### config.mk
export PLATFORM = sky130hd
export DESIGN_NAME = conv_window_acc_flat
export DESIGN_NICKNAME = d
export VERILOG_FILES = /design/src/rtl/conv_pkg.sv /design/src/rtl/conv_window_acc_if.sv /design/src/rtl/conv_out_fifo.sv /design/src/rtl/conv_window_acc.sv /design/src/flat_wrapper.sv
export SDC_FILE = /design/constraint.sdc
export NUM_CORES = 1
export LEC_CHECK = 0
export CORE_MARGIN = 10
export CORE_UTILIZATION = 23
export CTS_CLUSTER_SIZE = 12
export DETAILED_ROUTE_END_ITERATION = 10
export GPL_TIMING_DRIVEN = 0
export PLACE_DENSITY = 0.41
export RECOVER_POWER = 25
export SLEW_MARGIN = 5
export SYNTH_ARGS = -nofsm -noshare
export SYNTH_HDL_FRONTEND = slang
export SYNTH_SLANG_ARGS = --single-unit
### constraint.sdc
create_clock -name clk -period 6.55 [get_ports clk]
set_clock_uncertainty 0.15 [all_clocks]
set_input_delay 0.9825 -clock clk [delete_from_list [all_inputs] [get_ports clk]]
set_output_delay 0.9825 -clock clk [all_outputs]
set_load 0.01 [all_outputs]
### src/rtl/conv_pkg.sv
// Purpose : shared widths, FSM encoding and the round/saturate helper for the conv write-back path.
// Latency : n/a (types and a combinational function only).
// Backpr. : n/a.
package conv_pkg;

  localparam int PW   = 32;  // PE product width, signed
  localparam int ACCW = 40;  // window accumulator width, signed
  localparam int OUTW = 16;  // output pixel width, signed

  typedef enum logic {
    IDLE  = 1'b0,
    ACCUM = 1'b1
  } state_t;

  // Returns {sat, pix}. Rounds half toward +inf by adding 2^(shift-1) before
  // the arithmetic shift. The add is done one bit wider than the accumulator
  // so the bias can never wrap a sum that sits at the accumulator's limit.
  function automatic logic [OUTW:0] round_sat(input logic signed [ACCW-1:0] sum,
                                              input int                     shift);
    logic signed [ACCW:0]   wide;
    logic signed [ACCW:0]   half;
    logic signed [ACCW:0]   r;
    logic signed [ACCW:0]   pmax;
    logic signed [ACCW:0]   nmin;
    logic                   sat;
    logic [OUTW-1:0]        pix;
    wide = {sum[ACCW-1], sum};
    half = (ACCW+1)'(1) <<< (shift - 1);
    r    = (wide + half) >>> shift;
    pmax = (ACCW+1)'((1 <<< (OUTW - 1)) - 1);
    nmin = -pmax - (ACCW+1)'(1);
    if (r > pmax) begin
      sat = 1'b1;
      pix = pmax[OUTW-1:0];
    end else if (r < nmin) begin
      sat = 1'b1;
      pix = nmin[OUTW-1:0];
    end else begin
      sat = 1'b0;
      pix = r[OUTW-1:0];
    end
    return {sat, pix};
  endfunction

endpackage

### src/rtl/conv_window_acc_if.sv
// Purpose : product-in / pixel-out bundle between PE array, window accumulator and write-back.
// Latency : n/a (wires only).
// Backpr. : pix_valid/pix_ready handshake on the pixel side; stall is an advisory hint upstream.
// Ports   : master = PE controller / write-back side (drives products and pix_ready),
//           slave  = conv_window_acc (drives pixels, stall and status).
interface conv_window_acc_if;
  import conv_pkg::*;

  logic                   prod_valid;
  logic signed [PW-1:0]   prod_in;
  logic                   frame_start;
  logic                   stall;
  logic                   pix_valid;
  logic                   pix_ready;
  logic signed [OUTW-1:0] pix_data;
  logic                   pix_sat;
  logic [7:0]             tap_cnt;
  logic                   drop_err;

  modport master (
    output prod_valid, prod_in, frame_start, pix_ready,
    input  stall, pix_valid, pix_data, pix_sat, tap_cnt, drop_err
  );

  modport slave (
    input  prod_valid, prod_in, frame_start, pix_ready,
    output stall, pix_valid, pix_data, pix_sat, tap_cnt, drop_err
  );

endinterface

### src/rtl/conv_out_fifo.sv
// Purpose : DEPTH x WIDTH first-word-fall-through FIFO with occupancy count.
// Latency : 1 cycle push-to-head; head is visible combinationally once count != 0.
// Backpr. : push while full without a same-cycle pop is ignored; caller owns drop handling.
// Ports   : clk/reset, push/push_dat, pop, count (0..DEPTH), head_dat (valid when count != 0).
module conv_out_fifo #(
  parameter int WIDTH = 17,
  parameter int DEPTH = 4
) (
  input  logic                     clk,
  input  logic                     reset,
  input  logic                     push,
  input  logic [WIDTH-1:0]         push_dat,
  input  logic                     pop,
  output logic [$clog2(DEPTH):0]   count,
  output logic [WIDTH-1:0]         head_dat
);

  localparam int AW = $clog2(DEPTH);
  localparam int CW = AW + 1;

  logic [WIDTH-1:0] mem [DEPTH];
  logic [AW-1:0]    wr_ptr;
  logic [AW-1:0]    rd_ptr;
  logic             do_push;
  logic             do_pop;

  assign do_pop  = pop && (count != '0);
  // A full FIFO still accepts a push when the head leaves on the same edge.
  assign do_push = push && ((count != CW'(DEPTH)) || do_pop);

  // Storage needs no reset: nothing reads it while count == 0.
  always_ff @(posedge clk) begin
    if (do_push) begin
      mem[wr_ptr] <= push_dat;
    end
  end

  // Pointers wrap naturally because DEPTH is a power of two.
  always_ff @(posedge clk or negedge reset) begin
    if (!reset) begin
      wr_ptr <= '0;
      rd_ptr <= '0;
      count  <= '0;
    end else begin
      if (do_push) wr_ptr <= wr_ptr + AW'(1);
      if (do_pop)  rd_ptr <= rd_ptr + AW'(1);
      case ({do_push, do_pop})
        2'b10:   count <= count + CW'(1);
        2'b01:   count <= count - CW'(1);
        default: count <= count;
      endcase
    end
  end

  assign head_dat = mem[rd_ptr];

endmodule

### src/rtl/conv_window_acc.sv
// Purpose : sums KTAPS signed PE products per window, rounds/saturates to a pixel, queues it.
// Latency : pixel at the FIFO head 1 cycle after the last tap is accepted.
// Backpr. : products are never refused; stall hints the FIFO is nearly full, overflow drops and sets drop_err.
// Ports   : clk, reset (async active-low), bus (slave): prod_valid/prod_in/frame_start in,
//           pix_valid/pix_data/pix_sat out with pix_ready in, stall/tap_cnt/drop_err status out.
module conv_window_acc
  import conv_pkg::*;
#(
  parameter int KTAPS      = 9,
  parameter int SHIFT      = 8,
  parameter int FIFO_DEPTH = 4
) (
  input  logic              clk,
  input  logic              reset,
  conv_window_acc_if.slave  bus
);

  localparam int         CW       = $clog2(FIFO_DEPTH) + 1;
  localparam logic [7:0] LAST_TAP = 8'(KTAPS - 1);

  state_t                 state_q, state_d;
  logic [7:0]             tap_q, tap_d;
  logic signed [ACCW-1:0] acc_q, acc_d;
  logic signed [ACCW-1:0] prod_x;
  logic signed [ACCW-1:0] sum;
  logic                   last_tap;
  logic                   push;
  logic                   pop;
  logic                   full;
  logic                   pix_valid;
  logic [OUTW:0]          push_dat;
  logic [OUTW:0]          head;
  logic [CW-1:0]          count;
  logic                   stall_q;
  logic                   drop_err_q;

  assign prod_x   = {{(ACCW-PW){bus.prod_in[PW-1]}}, bus.prod_in};
  assign sum      = acc_q + prod_x;
  assign last_tap = bus.prod_valid && (tap_q == LAST_TAP);
  // frame_start wins over completion: a window cut short never reaches the FIFO.
  assign push     = last_tap && !bus.frame_start;
  assign push_dat = round_sat(sum, SHIFT);
  assign full     = (count == CW'(FIFO_DEPTH));
  assign pop      = pix_valid && bus.pix_ready;

  always_comb begin
    state_d = state_q;
    tap_d   = tap_q;
    acc_d   = acc_q;
    if (bus.frame_start) begin
      state_d = IDLE;
      tap_d   = 8'd0;
      // A product arriving with frame_start opens the new window as tap 0.
      if (bus.prod_valid) begin
        acc_d   = prod_x;
        tap_d   = 8'd1;
        state_d = ACCUM;
      end
    end else if (bus.prod_valid) begin
      case (state_q)
        IDLE:    acc_d = prod_x;
        ACCUM:   acc_d = sum;
        default: acc_d = acc_q;
      endcase
      if (last_tap) begin
        tap_d   = 8'd0;
        state_d = IDLE;
      end else begin
        tap_d   = tap_q + 8'd1;
        state_d = ACCUM;
      end
    end
  end

  always_ff @(posedge clk or negedge reset) begin
    if (!reset) begin
      state_q    <= IDLE;
      tap_q      <= 8'd0;
      acc_q      <= '0;
      stall_q    <= 1'b0;
      drop_err_q <= 1'b0;
    end else begin
      state_q    <= state_d;
      tap_q      <= tap_d;
      acc_q      <= acc_d;
      stall_q    <= (count >= CW'(FIFO_DEPTH - 1));
      if (push && full && !pop) begin
        drop_err_q <= 1'b1;
      end
    end
  end

  conv_out_fifo #(
    .WIDTH (OUTW + 1),
    .DEPTH (FIFO_DEPTH)
  ) u_fifo (
    .clk      (clk),
    .reset    (reset),
    .push     (push),
    .push_dat (push_dat),
    .pop      (pop),
    .count    (count),
    .head_dat (head)
  );

  assign pix_valid    = (count != '0);
  assign bus.pix_valid = pix_valid;
  // Gate the head so the pixel bus reads zero whenever nothing is queued.
  assign bus.pix_data = pix_valid ? head[OUTW-1:0] : '0;
  assign bus.pix_sat  = pix_valid ? head[OUTW] : 1'b0;
  assign bus.stall    = stall_q;
  assign bus.tap_cnt  = tap_q;
  assign bus.drop_err = drop_err_q;

endmodule

### src/flat_wrapper.sv
// flat-port wrapper written by rule: the top's interface ports become plain ports
module conv_window_acc_flat import conv_pkg::*;
#(
  parameter int KTAPS      = 9,
  parameter int SHIFT      = 8,
  parameter int FIFO_DEPTH = 4
)
  (clk, reset, bus_prod_valid, bus_prod_in, bus_frame_start, bus_pix_ready, bus_stall, bus_pix_valid, bus_pix_data, bus_pix_sat, bus_tap_cnt, bus_drop_err);
  conv_window_acc_if bus_i ();
  input  logic clk;
  input  logic reset;
  input wire logic [$bits(bus_i.prod_valid)-1:0] bus_prod_valid;
  input wire logic [$bits(bus_i.prod_in)-1:0] bus_prod_in;
  input wire logic [$bits(bus_i.frame_start)-1:0] bus_frame_start;
  input wire logic [$bits(bus_i.pix_ready)-1:0] bus_pix_ready;
  output wire logic [$bits(bus_i.stall)-1:0] bus_stall;
  output wire logic [$bits(bus_i.pix_valid)-1:0] bus_pix_valid;
  output wire logic [$bits(bus_i.pix_data)-1:0] bus_pix_data;
  output wire logic [$bits(bus_i.pix_sat)-1:0] bus_pix_sat;
  output wire logic [$bits(bus_i.tap_cnt)-1:0] bus_tap_cnt;
  output wire logic [$bits(bus_i.drop_err)-1:0] bus_drop_err;
  assign bus_i.prod_valid = bus_prod_valid;
  assign bus_i.prod_in = bus_prod_in;
  assign bus_i.frame_start = bus_frame_start;
  assign bus_i.pix_ready = bus_pix_ready;
  assign bus_stall = bus_i.stall;
  assign bus_pix_valid = bus_i.pix_valid;
  assign bus_pix_data = bus_i.pix_data;
  assign bus_pix_sat = bus_i.pix_sat;
  assign bus_tap_cnt = bus_i.tap_cnt;
  assign bus_drop_err = bus_i.drop_err;
  conv_window_acc #(.KTAPS(KTAPS), .SHIFT(SHIFT), .FIFO_DEPTH(FIFO_DEPTH)) u_core (.clk(clk), .reset(reset), .bus(bus_i));
endmodule
==> results.cfg <==
[outcome]
status = finished, violations left
violations = max-capacitance violations, max-slew violations

[finish]
fin_cells = 1611
areaGrowthSynthToFinish_pct = 20.2
layout.nets = 1158
drive_gt1_frac = 0.109
nFillCells = 4267
n_antenna_cell = 0
stdcell_area_um2 = 11100

[place]
io_buffers = 62
hpwl_mm = 24.0
placed_cells = 1579
post-place-ws_ns = -0.238
place_congestion = 0.847
dpl_cell_area_um2 = 10500

[floorplanning]
die_h_um = 220
rows = 73
ios = 65
coreArea_um2 = 39700
initial_core_util = 0.232
die_area_um2 = 48600
die_x_um = 220

[synth]
synth.most_common_cell = a21oi_1
ys_top_cells_by_count = a21oi_1 (111), nor2_1 (108), nand2_1 (77), edfxtp_1 (68), dfrtp_1 (58)
synth_ff_type = edfxtp_1
yosysTopAreaCell = edfxtp_1
synthCells = 991
ys_seq_elements = 126
synthTopCellsByArea = edfxtp_1 (22%), dfrtp_1 (16%), ha_1 (6.2%)
ys_async_sr_fraction = 0.460
synth.distinct_cells = 83
syn_nets = 1076
yosys_warnings = 0
yosysTopAreaCellShare = 0.221
synth_area_per_cell_um2 = 9.32
syn-cell-area_um2 = 9240
synth_edf_count = 68
synth.yosys.seq_area_share = 0.378

[global_route]
grt_pass1_wl_mm = 47.2
antenna_found_initial = 0
gr-total-overflow = 0
grt_max_degree = 59
grt_pass1_vias = 7894
grt_util_all_layers = 0.127

[detailed_routing]
wl_per_cell_um = 19.1
ant_nets = 0
drc = 0
dr.pass1.iters = 5
drt_iter0_drc = 601
num_vias = 7964
vias_per_cell = 4.94
wl_mm = 30.8

[clock_network]
cts_setup_buffers = 0
cts.clk_slew.worst_paths_ns = 0.06
cts_root_buffer = clkbuf_16
h-tree-depth = 4
cts_sinks = 126
cts_buffers = 17
tritoncts = done
cts.path.max_buffers = 2
postCtsHoldBufs = 0
clk_latency_ns = 0.44
cts.repair.resized = 0

[critical_path]
arrival_ns = 6.25
cp.required_ns = 6.54
worst_path_largest_cell_delay_ns = 0.52
worstPathMaxFanout = 10
r2r_slack_ns = 0.95
slowest_stage = a221oi_2
worst_setup_path_start_kind = primary input
cp_cell_sequence = clkdlybuf4s50_1 -> ha_1 -> fa_1 -> a211oi_2 -> o21ai_1 -> a221oi_2 -> xnor2_1 -> nand4_2 -> nor2_1 -> nand2_2 -> nor4_1 -> nand3_1 -> a211o_1 -> o31ai_4 -> buf_6 -> o21ai_2
end_kind = flop
crit_type = primary input to flop

[sta]
hold_violations = 0
max_freq_mhz = 160
slew_headroom = -1.40
worst_slack_ns = 0.296
finalHoldWorstSlack_ns = 0.314
setup_tns_ns = 0
setup-violations-final = 0
worst_pin_slew_ns = 3.61
slew_violations = 59
rsz0062_at_grt = false
period_minus_slack_ns = 6.25
fin_crit_sh = 0.955

[pwr]
power.static_leakage_nw = 4.02
power.density_nw_per_um2 = 337
ir_drop_mv = 0.182

[worst_hold_path]
min_path_type = flop to flop

[flow_run]
drv_cap = 1
==> report_power, final <==
| part | switching [W] | total [W] | internal [W] |
|---|---|---|---|
| clock network | 0.000409 | 0.000944 | 0.000535 |
| logic | 0.00108 | 0.00179 | 0.000709 |
| registers | 0.0000415 | 0.00100 | 0.000961 |
==> routing by layer <==
| metal | wire (µm) | global-route usage | vias to the layer above |
|---|---|---|---|
| met4 | 573 | 0.0379 | 0 |
| met2 | 14500 | 0.210 | 166 |
| met3 | 1150 | 0.0203 | 30 |
| met1 | 14500 | 0.168 | 3878 |
| li1 | - | - | 3890 |
| met5 | 0 | 0 | - |
==> cell usage in the layout, fill, tap and decap left out, types with 6 or more instances in the layout <==
cell,instances
a211oi_1,9
a21o_1,15
a21oi_1,111
a31oi_1,18
and2_1,30
and3_1,13
and4_1,9
buf_2,13
clkbuf_1,35
clkbuf_16,17
clkdlybuf4s50_1,60
dfrtp_1,58
edfxtp_1,68
ha_1,46
inv_1,21
inv_6,7
mux2i_1,7
mux4_2,17
nand2_1,77
nand2b_1,6
nand3_1,24
nand4_1,18
nor2_1,108
nor3_1,24
nor4_1,9
o211ai_1,10
o21a_1,10
o21ai_0,39
o21ai_1,10
o21ai_2,11
o21bai_1,7
or2_2,9
or3_1,7
xnor2_1,37
xor2_1,15
==> critical path: cells and delay by family <==
kind,cells,cell delay (ns)
simple gates,5,1.44
buf+inv,2,0.66
xor+xnor,1,0.29
fa+ha+maj,2,0.72
compound gates,6,2.14
==> cells by family after synthesis <==
logic type	synth area share
AO/OA/AOI/OAI	0.211
XOR/XNOR	0.0528
adder cells (fa/ha/maj)	0.0666
buffers and inverters	0.0343
flip-flops	0.378
multiplexers	0.0515
AND/OR/NAND/NOR	0.205
==> metrics by stage <==
step	power (W)	util
finish	0.00374	0.279
global route	0.00400	0.279
CTS	0.00379	0.280
detailed placement	0.00282	0.265
global placement	0.00282	0.265
floorplan	0.00221	-
==> final timing paths <==
path	startpoint	depth (start not counted)	endpoint
min in group asynchronous	reset	2	u_core.acc_q[26]
setup reg to reg	u_core.acc_q[0]	15	u_core.u_fifo.mem[1][6]
hold reg to reg	u_core.bus.drop_err	1	u_core.bus.drop_err
max in group asynchronous	reset	2	u_core.acc_q[6]
hold / removal	u_core.bus.drop_err	1	u_core.bus.drop_err
setup / recovery	bus_prod_in[0]	16	u_core.u_fifo.mem[1][6]
==> registers in the layout (all words and copies together) (netlist names) <==
signal / flops
u_core.u_fifo.mem: 68
u_core.acc_q: 40
u_core.bus.tap_cnt: 8
u_core.u_fifo.count: 3
u_core.u_fifo.rd_ptr: 2
u_core.u_fifo.wr_ptr: 2
u_core.bus.drop_err: 1
u_core.bus.stall: 1
u_core.state_q: 1
==> area by class of cell <==
class,instances,area (µm²),share of cell area
clock inverter,15,149,0.0134
buffer,54,238,0.0214
multi-input combinational,790,5440,0.490
tap,525,657,0.0592
clock buffer,17,425,0.0383
sequential,126,3490,0.315
inverter,21,78.8,0.00710
timing repair buffer,63,622,0.0560
No activity file was read; power rests on OpenSTA's default activity.
